## src/rtl/sys_ctrl_pkg.sv

```systemverilog
// rtl/sys_ctrl_pkg.sv - shared frame codes, ALU function codes and sequencer state encoding
package sys_ctrl_pkg;

  localparam logic [7:0] CMD_ALU  = 8'hCC;
  localparam logic [7:0] ERR_CODE = 8'hEE;

  // ALU function codes 4'h0..FUN_LAST are executable; FUN_RESERVED is rejected.
  localparam logic [3:0] FUN_LAST     = 4'hE;
  localparam logic [3:0] FUN_RESERVED = 4'hF;

  typedef enum logic [3:0] {
    S_IDLE     = 4'd0,
    S_GET_A    = 4'd1,
    S_GET_B    = 4'd2,
    S_GET_FUN  = 4'd3,
    S_EXEC     = 4'd4,
    S_WAIT_RES = 4'd5,
    S_TX_LO    = 4'd6,
    S_TX_HI    = 4'd7,
    S_TX_ERR   = 4'd8
  } seq_state_e;

  function automatic logic fun_byte_ok(input logic [7:0] b);
    return (b[7:4] == 4'h0) && (b[3:0] != FUN_RESERVED);
  endfunction

  // States in which an incoming byte has nowhere to go.
  function automatic logic rx_drops_byte(input seq_state_e s);
    return (s == S_EXEC) || (s == S_WAIT_RES) || (s == S_TX_LO) ||
           (s == S_TX_HI) || (s == S_TX_ERR);
  endfunction

endpackage

```

## src/rtl/seq_timeout_cnt.sv

```systemverilog
// rtl/seq_timeout_cnt.sv - ALU result timeout counter with terminal-count flag
module seq_timeout_cnt #(
  parameter int TIMEOUT = 16
) (
  input  logic clk,
  input  logic rst_n,
  input  logic clear,
  input  logic count_en,
  output logic term
);

  localparam int CW = $clog2(TIMEOUT);

  logic [CW-1:0] cnt;

  // Holds at terminal count so a late count_en can never wrap back to zero.
  always_ff @(posedge clk or negedge rst_n) begin
    if (!rst_n) begin
      cnt <= '0;
    end else if (clear) begin
      cnt <= '0;
    end else if (count_en && !term) begin
      cnt <= cnt + CW'(1);
    end
  end

  assign term = (cnt == CW'(TIMEOUT - 1));

endmodule

```

## src/rtl/alu_cmd_sequencer.sv

```systemverilog
// rtl/alu_cmd_sequencer.sv - parses CMD/A/B/FUN frames, runs the ALU, returns result bytes
module alu_cmd_sequencer
  import sys_ctrl_pkg::*;
#(
  parameter int TIMEOUT = 16
) (
  input  logic        clk,
  input  logic        rst_n,
  input  logic [7:0]  rx_data,
  input  logic        rx_valid,
  input  logic [15:0] alu_out,
  input  logic        alu_out_valid,
  input  logic        tx_ready,
  output logic [7:0]  alu_a,
  output logic [7:0]  alu_b,
  output logic [3:0]  alu_fun,
  output logic        alu_en,
  output logic        alu_clk_en,
  output logic [7:0]  tx_data,
  output logic        tx_valid,
  output logic        busy,
  output logic        err_overrun,
  output logic        err_timeout
);

  seq_state_e  state;
  logic [15:0] res;
  logic        tmo_term;

  seq_timeout_cnt #(.TIMEOUT(TIMEOUT)) u_timeout (
    .clk      (clk),
    .rst_n    (rst_n),
    .clear    (state == S_EXEC),
    .count_en (state == S_WAIT_RES),
    .term     (tmo_term)
  );

  // Outputs are updated on the transition into each state so they are
  // registered and line up exactly with the state they belong to.
  always_ff @(posedge clk or negedge rst_n) begin
    if (!rst_n) begin
      state       <= S_IDLE;
      res         <= '0;
      alu_a       <= '0;
      alu_b       <= '0;
      alu_fun     <= '0;
      alu_en      <= 1'b0;
      alu_clk_en  <= 1'b0;
      tx_data     <= '0;
      tx_valid    <= 1'b0;
      busy        <= 1'b0;
      err_overrun <= 1'b0;
      err_timeout <= 1'b0;
    end else begin
      alu_en      <= 1'b0;
      err_timeout <= 1'b0;
      err_overrun <= rx_valid && rx_drops_byte(state);

      case (state)
        S_IDLE: begin
          if (rx_valid && (rx_data == CMD_ALU)) begin
            state <= S_GET_A;
            busy  <= 1'b1;
          end
        end
        S_GET_A: begin
          if (rx_valid) begin
            alu_a <= rx_data;
            state <= S_GET_B;
          end
        end
        S_GET_B: begin
          if (rx_valid) begin
            alu_b <= rx_data;
            state <= S_GET_FUN;
          end
        end
        S_GET_FUN: begin
          if (rx_valid) begin
            alu_fun <= rx_data[3:0];
            if (fun_byte_ok(rx_data)) begin
              state      <= S_EXEC;
              alu_en     <= 1'b1;
              alu_clk_en <= 1'b1;
            end else begin
              state    <= S_TX_ERR;
              tx_data  <= ERR_CODE;
              tx_valid <= 1'b1;
            end
          end
        end
        S_EXEC: begin
          state <= S_WAIT_RES;
        end
        S_WAIT_RES: begin
          // A result arriving on the terminal-count cycle still counts as success.
          if (alu_out_valid) begin
            res        <= alu_out;
            tx_data    <= alu_out[7:0];
            tx_valid   <= 1'b1;
            alu_clk_en <= 1'b0;
            state      <= S_TX_LO;
          end else if (tmo_term) begin
            err_timeout <= 1'b1;
            tx_data     <= ERR_CODE;
            tx_valid    <= 1'b1;
            alu_clk_en  <= 1'b0;
            state       <= S_TX_ERR;
          end
        end
        S_TX_LO: begin
          if (tx_ready) begin
            tx_data <= res[15:8];
            state   <= S_TX_HI;
          end
        end
        S_TX_HI, S_TX_ERR: begin
          if (tx_ready) begin
            tx_valid <= 1'b0;
            busy     <= 1'b0;
            state    <= S_IDLE;
          end
        end
        default: begin
          state      <= S_IDLE;
          tx_valid   <= 1'b0;
          alu_clk_en <= 1'b0;
          busy       <= 1'b0;
        end
      endcase
    end
  end

endmodule

```

## config.mk

```make
export PLATFORM = sky130hd
export DESIGN_NAME = alu_cmd_sequencer
export DESIGN_NICKNAME = d
export VERILOG_FILES = /design/src/rtl/sys_ctrl_pkg.sv /design/src/rtl/seq_timeout_cnt.sv /design/src/rtl/alu_cmd_sequencer.sv
export SDC_FILE = /design/constraint.sdc
export NUM_CORES = 1
export LEC_CHECK = 0
export ABC_CLOCK_PERIOD_IN_PS = 2200
export BUFFER_PORTS_ARGS = -buffer_cell sky130_fd_sc_hd__buf_4
export CORE_MARGIN = 10
export CORE_UTILIZATION = 45
export CTS_CLUSTER_SIZE = 25
export DETAILED_ROUTE_END_ITERATION = 12
export PLACE_DENSITY_LB_ADDON = 0.05
export REMOVE_ABC_BUFFERS = 1
export SETUP_SLACK_MARGIN = 0.05
export SLEW_MARGIN = 20
export SYNTH_ARGS = -nofsm -noshare
export SYNTH_HDL_FRONTEND = slang
export SYNTH_SLANG_ARGS = --single-unit
```

## constraint.sdc

```tcl
create_clock -name clk -period 2.2 [get_ports clk]
set_clock_uncertainty 0.2 [all_clocks]
set_input_delay 0.11 -clock clk [delete_from_list [all_inputs] [get_ports clk]]
set_output_delay 0.11 -clock clk [all_outputs]
set_load 0.01 [all_outputs]
```

==> flow_metrics.env, run 1 <==
export IMPL_io_pins=63
export IMPL_grt_use_met1_pct=19.7
export IMPL_dp_hpwl_um=4660
export IMPL_grt_busiest_layer="met2"
export IMPL_synthesis_area_sq_um=2520
export IMPL_grt_antenna_before_repair=0
export IMPL_vias=2047
export IMPL_cp_max_fo=5
export IMPL_grt_max_degree=51
export IMPL_area_growth_synth_to_final_pct=40.6
export IMPL_hp_start="tx_ready"
export IMPL_clock_sinks=50
export IMPL_peakVddDrop_mv=0.612
export IMPL_max_slew_worst_pin_slew_ps=640
export IMPL_die_area_sq_um=8990
export IMPL_fin_tns_setup_ps=0
export IMPL_grt_use_met3_pct=4.84
export IMPL_rrSetupSlack_ps=160
export IMPL_ys_seq_area_share_pct=49.7
export IMPL_htree_levels=2
export IMPL_cp_end_kind="register"
export IMPL_synth_cell_type_count=58
export IMPL_rsz0062_at_grt="no"
export IMPL_holdPathStages=4
export IMPL_drive_gt1_share_pct=46.3
export IMPL_use_met2_pct=24.2
export IMPL_r2r_end="tx_data[1]"
export IMPL_place_inst=348
export IMPL_ant_nets=0
export IMPL_regToRegStartpoint="state[0]"
export IMPL_cts_clk_slew_worst_paths_ps=90
export IMPL_grt_use_total_pct=15.3
export IMPL_regArea_sq_um=1250
export IMPL_dieWidth_um=94.8
export IMPL_cp_start_kind="input pin"
export IMPL_multiInputGateArea_sq_um=1210
export IMPL_relSlewSlack_pct=57.4
export IMPL_grt_pass1_wl_um=11000
export IMPL_final_common_cell="buf_4"
export IMPL_drc=0
export IMPL_cts_root_buf="clkbuf_8"
export IMPL_synth_seq_cells=50
export IMPL_synthCells=212
export IMPL_fp_dieH_um=94.8
export IMPL_numCtsBuffers=5
export IMPL_synth_warnings=0
export IMPL_viasPerCell=5.32
export IMPL_nets=342
export IMPL_worst_slack_ps=91.2
export IMPL_synthArstFlopShare_pct=100
export IMPL_final_cell_mix="79 x buf_4, 47 x dfrtp_1, 29 x mux2_2"
export IMPL_period_share_pct=95.9
export IMPL_first_pass_iters=5
export IMPL_row_count=27
export IMPL_totalWireLength_um=6690
export IMPL_syn_avg_cell_area_sq_um=11.9
export IMPL_start_util_pct=46.0
export IMPL_setup_viol=0
export IMPL_port_buffers=62
export IMPL_clkLatencyLatePin_ps=310
export IMPL_clock_fmax_mhz=474
export IMPL_grt_pass1_vias=2146
export IMPL_core_area_sq_um=5470
export IMPL_pwr_density_cell_nw_per_um2=1150
export IMPL_slew_viol_final=0
export IMPL_p_total_mw=4.07
export IMPL_hold_end="busy"
export IMPL_cts_tree="built"
export IMPL_n_fill_cell=457
export IMPL_grt_overflow_total=0
export IMPL_fin_crit_ps=2110
export IMPL_arrival_ps=2110
export IMPL_hold_path_class="input pin to register"
export IMPL_hold_violations=0
export IMPL_synthFlopType="dfrtp_1"
export IMPL_required_ps=2200
export IMPL_synth_edff_count=0
export IMPL_drv_cap=0
export IMPL_leakage_nw=1.54
export IMPL_drt_iter0_drc=83
export IMPL_worstSetupPathType="input pin to register"
export IMPL_n_antenna_cell=0
export IMPL_wl_per_cell_um=17.4
export IMPL_stdcell_count=385
export IMPL_dp_slack_ps=66.1
export IMPL_worstRegToRegCells=7
export IMPL_finalWeightedCongestion=0.810
export IMPL_outcome="finished, final reports clean"
export IMPL_clock_path_buffers=2
-- cell families (layout without fill, tap and decap cells) --
kind of cell,Yosys count,in the layout,synth area share [%]
AOI/OAI and AO/OA,47,47,16.2
adders and majority gates,1,1,0.496
buffers and inverters,17,118,3.72
DFF,50,50,49.7
muxes,31,31,14.0
and+or+nand+nor,66,66,16.0
-- worst max-delay path, stage by stage --
cell and delay, ps:
dlygate4sd3_1 540, buf_4 150, or3b_1 410, o31ai_4 260, nand3_2 140, nor2_2 180, mux2_4 310
-- Yosys cell counts (2+ instances only) --
master | n | share of area (%)
nor2b_1 | 4 | 0.99
inv_1 | 3 | 0.45
nand4bb_1 | 2 | 0.89
nand3b_1 | 2 | 0.60
dfrtp_1 | 50 | 50
nand3_1 | 5 | 0.99
a21oi_1 | 3 | 0.60
and3_1 | 2 | 0.50
nand2_1 | 12 | 1.8
o22ai_1 | 2 | 0.50
or2_2 | 2 | 0.50
mux2_2 | 29 | 13
a41oi_2 | 6 | 3.9
o31ai_1 | 2 | 0.60
buf_2 | 2 | 0.40
and3b_1 | 2 | 0.70
nand4_1 | 2 | 0.50
a32oi_1 | 2 | 0.70
nor3b_1 | 2 | 0.60
o21ai_0 | 10 | 2.0
a22o_1 | 5 | 1.7
a21oi_2 | 2 | 0.70
buf_6 | 3 | 1.3
nor2_2 | 3 | 0.74
buf_1 | 2 | 0.30
a31oi_1 | 5 | 1.2
nor2_1 | 13 | 1.9
clkbuf_1 | 5 | 0.74
-- where the power goes --
group          switching, mW  internal [mW]  total [mW]
sequential             0.295           1.30        1.60
combinational          0.842           1.07        1.91
clock                  0.331          0.230       0.561
-- state kept, by name (all words and copies together) (netlist names) --
signal	cells
state	4
res	8
tx_valid	1
alu_fun	4
alu_a	8
tx_data	8
u_timeout.cnt	4
alu_clk_en	1
err_overrun	1
alu_en	1
alu_b	8
busy	1
err_timeout	1
-- metrics by stage --
stage               hold slack [ps]  util (%)  cell area (sq um)
floorplan                      -386         -               2440
global placement              -18.1      57.1               3130
detailed placement            -19.6      57.1               3130
CTS                            92.6      63.8               3490
global route                    149      64.7               3540
finish                         96.8      64.7               3540
-- layer usage --
layer	up-vias	wire [um]
li1	982	-
met1	1007	2930
met2	51	3300
met3	7	387
met4	0	68
met5	-	0
-- repair_timing --
item / 4_1_cts / 5_1_grt
pin swaps: 0 / 1
hold buffers: 27 / 0
cloned: 0 / 0
setup buffers: 0 / 2
endpoints found under the setup margin: 11 / 17
endpoints found under the hold margin: 89 / 0
gates resized for setup: 2 / 6
-- layout make-up --
| cell class | count | share of cell area [%] |
|---|---|---|
| multi-input cells | 145 | 34.1 |
| clock inverters | 3 | 0.706 |
| repair buffers | 107 | 24.9 |
| flip-flops and latches | 50 | 35.4 |
| clock buffers | 5 | 1.94 |
| well taps | 72 | 2.54 |
| inverters | 3 | 0.318 |
-- worst max-delay path by stage --
| stage | startpoint | slack (ps) | end | depth (start not counted) |
|---|---|---|---|---|
| after floorplan | state[0] | -170 | tx_data[1] | 5 |
| after global placement | state[2] | 100 | state[0] | 5 |
| after detailed placement | state[2] | 70 | state[0] | 5 |
| after CTS | rx_valid | 60 | state[0] | 7 |
| after global routing | rx_data[5] | 60 | tx_data[7] | 8 |
| final | rx_data[0] | 90 | state[0] | 7 |
No activity file was read; power rests on OpenSTA's default activity.
==> run 2: changes to the inputs <==
Settings changed: REMOVE_ABC_BUFFERS 1 to unset.
==> run 2 against run 1 <==
Via count down 0.68%. Critical path type unchanged. Worst setup slack worse by 3.2 ps. Combinational power down 2%. Worst hold slack got worse by 86 ps. Fmax down 0.15%.
==> flow_metrics.env, run 2 (synthesis results as in run 1) <==
export IMPL_finalWeightedCongestion=0.901
export IMPL_n_antenna_cell=0
export IMPL_required_ps=2200
export IMPL_fp_dieH_um=94.8
export IMPL_grt_max_degree=51
export IMPL_peakVddDrop_mv=0.717
export IMPL_dieWidth_um=94.8
export IMPL_grt_use_met1_pct=18.0
export IMPL_htree_levels=2
export IMPL_dp_hpwl_um=4700
export IMPL_grt_overflow_total=0
export IMPL_cp_start_kind="input pin"
export IMPL_numCtsBuffers=5
export IMPL_drc=0
export IMPL_clkLatencyLatePin_ps=300
export IMPL_clock_sinks=50
export IMPL_grt_pass1_vias=2156
export IMPL_rsz0062_at_grt="no"
export IMPL_regArea_sq_um=1260
export IMPL_viasPerCell=5.27
export IMPL_final_common_cell="buf_4"
export IMPL_cts_tree="built"
export IMPL_hp_start="alu_out[1]"
export IMPL_use_met2_pct=25.0
export IMPL_worstSetupPathType="input pin to register"
export IMPL_regToRegStartpoint="state[1]"
export IMPL_drt_iter0_drc=76
export IMPL_finalInstanceArea_sq_um=3530
export IMPL_totalWireLength_um=6420
export IMPL_dp_slack_ps=99.6
export IMPL_outcome="finished, final reports clean"
export IMPL_worstRegToRegCells=5
export IMPL_grt_use_met3_pct=4.84
export IMPL_fin_tns_setup_ps=0
export IMPL_core_area_sq_um=5470
export IMPL_nets=343
export IMPL_hold_violations=0
export IMPL_relSlewSlack_pct=58.6
export IMPL_holdPathStages=3
export IMPL_grt_antenna_before_repair=0
export IMPL_clock_path_buffers=2
export IMPL_period_share_pct=96.0
export IMPL_cts_setup_buffers=0
export IMPL_setup_viol=0
export IMPL_arrival_ps=2110
export IMPL_drive_gt1_share_pct=46.5
export IMPL_drv_cap=0
export IMPL_port_buffers=62
export IMPL_max_slew_worst_pin_slew_ps=622
export IMPL_start_util_pct=46.0
export IMPL_area_growth_synth_to_final_pct=40.1
export IMPL_grt_busiest_layer="met2"
export IMPL_leakage_nw=1.54
export IMPL_synth_fp_nets=242
export IMPL_ant_nets=0
export IMPL_grt_use_total_pct=15.0
export IMPL_multiInputGateArea_sq_um=1180
export IMPL_first_pass_iters=4
export IMPL_worst_slack_ps=87.9
export IMPL_hold_path_class="input pin to register"
export IMPL_io_pins=63
export IMPL_cts_clk_slew_worst_paths_ps=100
export IMPL_clock_fmax_mhz=473
export IMPL_dpl_cell_area_sq_um=3160
export IMPL_grt_pass1_wl_um=10700
export IMPL_row_count=27
export IMPL_hold_end="tx_data[1]"
export IMPL_pwr_density_cell_nw_per_um2=1150
export IMPL_vias=2033
export IMPL_cp_end_kind="register"
export IMPL_n_fill_cell=455
export IMPL_stdcell_count=386
export IMPL_rrSetupSlack_ps=160
export IMPL_r2r_end="state[0]"
export IMPL_cts_root_buf="clkbuf_8"
export IMPL_place_inst=352
export IMPL_cp_max_fo=10
export IMPL_wl_per_cell_um=16.6
export IMPL_final_cell_mix="81 x buf_4, 46 x dfrtp_1, 29 x mux2_2"
export IMPL_die_area_sq_um=8990
export IMPL_slew_viol_final=0
export IMPL_fin_crit_ps=2110
==> run 2: what timing repair did <==
| item | in CTS | in global routing |
|---|---|---|
| gates resized for setup | 0 | 6 |
| endpoints found under the setup margin | 0 | 9 |
| endpoints found under the hold margin | 87 | 0 |
| hold buffers | 26 | 0 |
==> run 2: worst max-delay path by stage <==
stage	startpoint	to	slack, ps
6_report	rx_valid	state[0]	90
5_1_grt	rx_data[0]	state[0]	40
3_3_place_gp	state[1]	state[0]	170
2_1_floorplan	u_timeout.cnt[0]	tx_data[1]	210
3_5_place_dp	state[1]	state[0]	100
4_1_cts	rx_valid	state[0]	60
==> run 2: metal layers <==
| metal | routed length (um) | vias up |
|---|---|---|
| li1 | - | 987 |
| met1 | 2720 | 995 |
| met2 | 3250 | 41 |
| met3 | 347 | 10 |
| met4 | 101 | 0 |
| met5 | 0 | - |
==> run 2: where the power goes <==
group / switching, mW / internal (mW) / total (mW)
Clock: 0.325 / 0.260 / 0.584
Combinational: 0.805 / 1.06 / 1.87
Sequential: 0.297 / 1.31 / 1.60
==> run 2: through the flow <==
stage	power (mW)	hold WS, ps	utilization, %
after floorplan	2.64	-386	-
after global placement	3.42	-17.8	57.7
after detailed placement	3.44	-24.3	57.7
after CTS	4.08	11.7	64.2
after global routing	4.35	3.66	64.5
final	4.05	10.5	64.5
==> run 2: cell type report <==
class	instances	area share, %
Tap cell	72	2.55
Inverter	3	0.319
Timing Repair Buffer	108	25.2
Clock buffer	6	2.34
Clock inverter	2	0.461
Sequential cell	50	35.6
Multi-Input combinational cell	145	33.6
==> run 2: critical path, cell delays in order <==
cell and delay, ps:
dlygate4sd3_1 540, buf_4 170, or3b_1 370, o31ai_2 280
nand3_2 170, nor2_4 160, mux2_4 310
